==> src/rtl/types.sv <==
// Shared register-file types and arbitration state for the writeback path.
package types;

  localparam int unsigned REG_ADDRESS_WIDTH = 5;
  localparam int unsigned REG_WIDTH         = 32;
  localparam int unsigned NUM_REGS          = 1 << REG_ADDRESS_WIDTH;

  typedef logic [REG_WIDTH-1:0]         Reg;
  typedef logic [REG_ADDRESS_WIDTH-1:0] RegAddress;

  typedef enum logic {ARB_NORMAL, ARB_FORCE} ArbState;

endpackage

==> src/rtl/reg_scoreboard.sv <==
// Per-register busy bits for outstanding long-latency destinations.
// x0 is never busy.
module reg_scoreboard
  import types::*;
(
  input  logic                clk,
  input  logic                rst_n,
  input  logic                set_en,
  input  RegAddress           set_addr,
  input  logic                clr_en,
  input  RegAddress           clr_addr,
  input  RegAddress           query1_addr,
  input  RegAddress           query2_addr,
  input  RegAddress           query3_addr,
  output logic                query1_busy,
  output logic                query2_busy,
  output logic                query3_busy,
  output logic                empty,
  output logic [NUM_REGS-1:0] busy_vec
);

  logic [NUM_REGS-1:0] busy_q, busy_d;

  // Next busy vector: clear the retiring destination, set the newly issued one.
  always_comb begin
    busy_d = busy_q;
    if (clr_en) busy_d[clr_addr] = 1'b0;
    if (set_en) busy_d[set_addr] = 1'b1;
    busy_d[0] = 1'b0;
  end

  // Busy bit storage.
  always_ff @(posedge clk or negedge rst_n) begin
    if (!rst_n) begin
      busy_q <= '0;
    end else begin
      busy_q <= busy_d;
    end
  end

  assign query1_busy = busy_q[query1_addr];
  assign query2_busy = busy_q[query2_addr];
  assign query3_busy = busy_q[query3_addr];
  assign empty       = (busy_q == '0);
  assign busy_vec    = busy_q;

endmodule

==> src/rtl/writeback_arbiter.sv <==
// Register-file write-port arbiter: merges the single-cycle pipeline writeback
// with long-latency unit results, tracks outstanding long-unit destinations,
// and forces the pipeline to yield after STARVE_LIMIT blocked cycles.
module writeback_arbiter
  import types::*;
#(
  parameter int unsigned STARVE_LIMIT = 4
) (
  input  logic      clk,
  input  logic      rst_n,
  input  logic      issue_valid,
  input  RegAddress issue_rd,
  output logic      issue_ready,
  input  logic      pipe_valid,
  input  RegAddress pipe_rd,
  input  Reg        pipe_data,
  output logic      pipe_stall,
  input  logic      lu_valid,
  input  RegAddress lu_rd,
  input  Reg        lu_data,
  output logic      lu_ready,
  input  RegAddress rd_addr1,
  input  RegAddress rd_addr2,
  output logic      busy1,
  output logic      busy2,
  output logic      sb_empty,
  output logic      rf_we,
  output RegAddress rf_waddr,
  output Reg        rf_wdata
);

  localparam int unsigned CntWidth = $clog2(STARVE_LIMIT + 1);

  ArbState             state_q, state_d;
  logic [CntWidth-1:0] wait_cnt_q, wait_cnt_d;
  logic                pipe_stall_q, pipe_stall_d;
  logic                rf_we_q, rf_we_d;
  RegAddress           rf_waddr_q, rf_waddr_d;
  Reg                  rf_wdata_q, rf_wdata_d;

  logic                pipe_claims;
  logic                pipe_win;
  logic                lu_fire;
  logic                lu_write;
  logic                issue_fire;
  logic                issue_busy;
  logic [NUM_REGS-1:0] busy_vec;

  // Writes to x0 never claim the port, so they cannot block the long unit.
  assign pipe_claims = pipe_valid && (pipe_rd != '0);
  // In the forced cycle the long unit owns the port even if the pipeline misbehaves.
  assign pipe_win    = pipe_claims && (state_q == ARB_NORMAL);
  assign lu_ready    = (state_q == ARB_FORCE) || !pipe_claims;
  assign lu_fire     = lu_valid && lu_ready;
  assign lu_write    = lu_fire && (lu_rd != '0);
  assign issue_ready = !issue_busy;
  assign issue_fire  = issue_valid && issue_ready && (issue_rd != '0);

  reg_scoreboard u_scoreboard (
    .clk         (clk),
    .rst_n       (rst_n),
    .set_en      (issue_fire),
    .set_addr    (issue_rd),
    .clr_en      (lu_write),
    .clr_addr    (lu_rd),
    .query1_addr (rd_addr1),
    .query2_addr (rd_addr2),
    .query3_addr (issue_rd),
    .query1_busy (busy1),
    .query2_busy (busy2),
    .query3_busy (issue_busy),
    .empty       (sb_empty),
    .busy_vec    (busy_vec)
  );

  // Write-port mux: pipeline has priority unless the long unit is being forced through.
  always_comb begin
    rf_we_d    = 1'b0;
    rf_waddr_d = '0;
    rf_wdata_d = '0;
    if (pipe_win) begin
      rf_we_d    = 1'b1;
      rf_waddr_d = pipe_rd;
      rf_wdata_d = pipe_data;
    end else if (lu_write) begin
      rf_we_d    = 1'b1;
      rf_waddr_d = lu_rd;
      rf_wdata_d = lu_data;
    end
  end

  // Starvation FSM: count blocked long-unit cycles, then force a one-cycle grant.
  always_comb begin
    state_d      = state_q;
    wait_cnt_d   = wait_cnt_q;
    pipe_stall_d = 1'b0;
    unique case (state_q)
      ARB_NORMAL: begin
        if (lu_valid && !lu_ready) begin
          wait_cnt_d = wait_cnt_q + CntWidth'(1);
          if (wait_cnt_d == CntWidth'(STARVE_LIMIT)) begin
            state_d      = ARB_FORCE;
            pipe_stall_d = 1'b1;
          end
        end else begin
          wait_cnt_d = '0;
        end
      end
      ARB_FORCE: begin
        state_d    = ARB_NORMAL;
        wait_cnt_d = '0;
      end
      default: begin
        state_d    = ARB_NORMAL;
        wait_cnt_d = '0;
      end
    endcase
  end

  // State, stall and write-port registers.
  always_ff @(posedge clk or negedge rst_n) begin
    if (!rst_n) begin
      state_q      <= ARB_NORMAL;
      wait_cnt_q   <= '0;
      pipe_stall_q <= 1'b0;
      rf_we_q      <= 1'b0;
      rf_waddr_q   <= '0;
      rf_wdata_q   <= '0;
    end else begin
      state_q      <= state_d;
      wait_cnt_q   <= wait_cnt_d;
      pipe_stall_q <= pipe_stall_d;
      rf_we_q      <= rf_we_d;
      rf_waddr_q   <= rf_waddr_d;
      rf_wdata_q   <= rf_wdata_d;
    end
  end

  assign pipe_stall = pipe_stall_q;
  assign rf_we      = rf_we_q;
  assign rf_waddr   = rf_waddr_q;
  assign rf_wdata   = rf_wdata_q;

  // Protocol checks on the upstream producers.
  pipe_not_busy_a: assert property (@(posedge clk) disable iff (!rst_n)
    pipe_valid |-> !busy_vec[pipe_rd]);
  pipe_not_stalled_a: assert property (@(posedge clk) disable iff (!rst_n)
    pipe_valid |-> !pipe_stall_q);
  lu_dest_busy_a: assert property (@(posedge clk) disable iff (!rst_n)
    (lu_valid && lu_rd != '0) |-> busy_vec[lu_rd]);

endmodule

==> config.mk <==
export PLATFORM = sky130hd
export DESIGN_NAME = writeback_arbiter
export DESIGN_NICKNAME = d
export VERILOG_FILES = /design/src/rtl/types.sv /design/src/rtl/reg_scoreboard.sv /design/src/rtl/writeback_arbiter.sv
export SDC_FILE = /design/constraint.sdc
export NUM_CORES = 1
export LEC_CHECK = 0
export BUFFER_PORTS_ARGS = -buffer_cell sky130_fd_sc_hd__buf_4
export CAP_MARGIN = 30
export CORE_ASPECT_RATIO = 1.1
export CORE_MARGIN = 3
export CORE_UTILIZATION = 35
export DETAILED_ROUTE_END_ITERATION = 8
export GPL_TIMING_DRIVEN = 0
export PLACE_DENSITY = 0.67
export SLEW_MARGIN = 40
export SYNTH_ARGS = -nofsm -noshare
export SYNTH_HDL_FRONTEND = slang
export SYNTH_SLANG_ARGS = --single-unit
==> constraint.sdc <==
create_clock -name clk -period 1.6 [get_ports clk]
set_input_delay 0.16 -clock clk [delete_from_list [all_inputs] [get_ports clk]]
set_output_delay 0.16 -clock clk [all_outputs]
set_load 0.03 [all_outputs]
==> flow_metrics.env <==
export IMPL_status="finished with violations"
export IMPL_failed_checks="negative setup slack"
export IMPL_cts_sinks=73
export IMPL_seqPwrFrac=0.390
export IMPL_dpl_cell_count=614
export IMPL_gp_routability_congestion=0.962
export IMPL_p_leak_uw=0.00251
export IMPL_antenna_cells=0
export IMPL_crit_type="reg -> out"
export IMPL_layout_nets=592
export IMPL_relSlewSlack=0.567
export IMPL_crit_required_ps=1440
export IMPL_antenna_found_initial=0
export IMPL_dieArea_mm2=0.0126
export IMPL_synthToLayoutAreaGrowth_pct=45.0
export IMPL_finClkSkew_ps=4.89
export IMPL_cts_max_level=3
export IMPL_cts_max_path_buffers=2
export IMPL_first_pass_iters=5
export IMPL_post_route_period_util=1.43
export IMPL_cts_root_buf="clkbuf_16"
export IMPL_drive_above_1_share=0.479
export IMPL_core_area_mm2=0.0110
export IMPL_synth_area_leaders="dfrtp_1 (46%), mux4_2 (8.5%), o31ai_1 (8.5%), a22o_1 (7.1%), mux2i_1 (3.5%)"
export IMPL_path_max_fanout=5
export IMPL_p_int_uw=4400
export IMPL_fill_cells=959
export IMPL_dr_first_iter_drc_count=218
export IMPL_start_util=0.361
export IMPL_worstSetupEndpointType="output pin"
export IMPL_grt_ovfl_total=0
export IMPL_rows=40
export IMPL_grt_pass1_wl_um=19600
export IMPL_ys_flop_type="dfrtp_1"
export IMPL_synth_edff_count=0
export IMPL_ioPinCount=138
export IMPL_grt_max_degree=74
export IMPL_comb_power_share=0.305
export IMPL_syn_inst=338
export IMPL_rsz0062_at_grt="yes"
export IMPL_drv_cap=0
export IMPL_wl_um=12900
export IMPL_regArea_mm2=0.00184
export IMPL_power_total_uw=6490
export IMPL_p_clk_frac=0.305
export IMPL_vias_per_cell=5.83
export IMPL_startpoint_type="register"
export IMPL_switching_share=0.322
export IMPL_grt_pass1_vias=3776
export IMPL_final_cell_count_no_fill=648
export IMPL_synth_area_mm2=0.00396
export IMPL_period_minus_slack_ps=2290
export IMPL_worstMarginPinSlew_ps=650
export IMPL_setup_ws_ps=-689
export IMPL_dieHeight_um=117
export IMPL_detail_route_antenna_nets=0
export IMPL_wl_per_cell_um=19.9
export IMPL_synth_cell_type_count=46
export IMPL_hpwlAfterDp_um=9330
export IMPL_yosys_area_top_type="dfrtp_1"
export IMPL_multi_input_comb_area_mm2=0.00211
export IMPL_post_synth_top_count_cell="dfrtp_1"
export IMPL_vdd_drop_max_mv=0.598
export IMPL_ys_ff_latch=73
export IMPL_clk_latency_ps=330
export IMPL_cts_tree="done"
export IMPL_avgSynthCellArea_um2=11.7
export IMPL_ys_warn_count=0
export IMPL_ys_seq_area_frac=0.462
export IMPL_synthesis_nets=434
export IMPL_synth_top_cell_area_share=0.462
export IMPL_dp_worst_setup_slack_ps=-416
export IMPL_synth_common_cells="dfrtp_1 (73), o31ai_1 (45), a22o_1 (32)"
export IMPL_fin_tns_setup_ps=-3970
export IMPL_setup_viol=16
export IMPL_slew_violations=0
export IMPL_portBuffers=129
export IMPL_vias=3780
export IMPL_power_switching_uw=2090
export IMPL_final_hold_viol_count=0
export IMPL_cts_buffers=9
export IMPL_die_x_um=107
export IMPL_fmax_ghz=0.437
export IMPL_power_density_mw_per_mm2=1130
export IMPL_worstHoldPathType="in -> reg"
export IMPL_fin_util=0.523
export IMPL_async_flop_share=1.00
export IMPL_grt_usage=0.201
export IMPL_path_clk_slew_ps=60
export IMPL_drc=0
export IMPL_crit_arrival_ps=2130
==> cell type report <==
cell class	instances	area share
Clock buffer	10	0.0399
Multi-Input combinational cell	234	0.367
Tap cell	147	0.0321
Sequential cell	73	0.320
Inverter	5	0.00415
Buffer	26	0.0262
Timing Repair Buffer	147	0.198
Clock inverter	6	0.0116
==> registers in the layout, summed over array words and instances (netlist names) <==
name,cells
u_scoreboard.busy_vec,31
pipe_stall,1
wait_cnt_q,3
rf_we,1
rf_waddr,5
rf_wdata,32
==> through the flow <==
step | hold slack, ps | area [um2]
floorplan | -136 | 3980
global placement | 341 | 5130
detailed placement | 218 | 5130
global route | 25.5 | 5730
finish | 37.6 | 5730
CTS | 21.6 | 5560
==> cells in the final DEF, fill, tap and decap left out, types with 5 or more instances in the layout <==
master	count
a22o_1	32
and3_1	5
buf_2	12
buf_4	136
buf_6	14
clkbuf_1	7
clkbuf_16	9
dfrtp_1	65
dfrtp_2	8
mux2_2	10
mux2i_1	14
mux4_2	15
nand2_1	13
nand3_1	13
nand3b_1	9
o21ai_0	16
o31ai_1	36
o31ai_2	7
==> power groups by stage <==
stage / registers [uW] / logic (uW) / clock network [uW]
floorplan: 2540 / 922 / 0
global placement: 2530 / 1600 / 0
detailed placement: 2540 / 1630 / 0
CTS: 2490 / 1780 / 2030
global route: 2560 / 2110 / 2110
finish: 2530 / 1980 / 1980
==> worst paths after layout <==
check                      depth (start not counted)                                start  slack, ps                            endpoint
min                                                2                           lu_data[5]         40               rf_wdata[5]$_DFF_PN0_
min in group asynchronous                          2                                rst_n        420  u_scoreboard.busy_vec[6]$_DFF_PN0_
max                                                5  u_scoreboard.busy_vec[22]$_DFF_PN0_       -690                         issue_ready
max reg2reg                                        6  u_scoreboard.busy_vec[31]$_DFF_PN0_       -250  u_scoreboard.busy_vec[7]$_DFF_PN0_
max in group asynchronous                          2                                rst_n        680  u_scoreboard.busy_vec[8]$_DFF_PN0_
min reg2reg                                        1              wait_cnt_q[0]$_DFF_PN0_        430             wait_cnt_q[0]$_DFF_PN0_
==> repair_timing <==
action	CTS	global route
hold endpoints to repair	73	0
buffers inserted	7	9
pin swaps	3	2
resized for setup	16	28
setup endpoints to repair	23	28
cloned	1	0
hold buffers	1	0
==> worst max-delay path: stages, from the launching register on <==
cell and delay (ps):
dfrtp_1 430, mux4_2 510, nor3b_1 160, a311o_1 310, nor4_4 180, buf_4 210
==> routing by layer <==
metal / GRT usage / up-vias / routed length [um]
li1: - / 1676 / -
met1: 0.251 / 1835 / 4890
met2: 0.319 / 252 / 6250
met3: 0.0801 / 17 / 1580
met4: 0.0647 / 0 / 193
met5: 0 / - / 0
==> cell families (layout without fill, tap and decap cells) <==
group | count (synthesis) | in the layout | share of synthesized area
buf+inv | 31 | 194 | 0.0427
mux | 39 | 39 | 0.149
compound gates | 113 | 113 | 0.221
simple gates | 80 | 80 | 0.119
flops | 73 | 73 | 0.462
fa+ha+maj | 2 | 2 | 0.00633
Note: power is estimated with default switching activity, not from simulation.
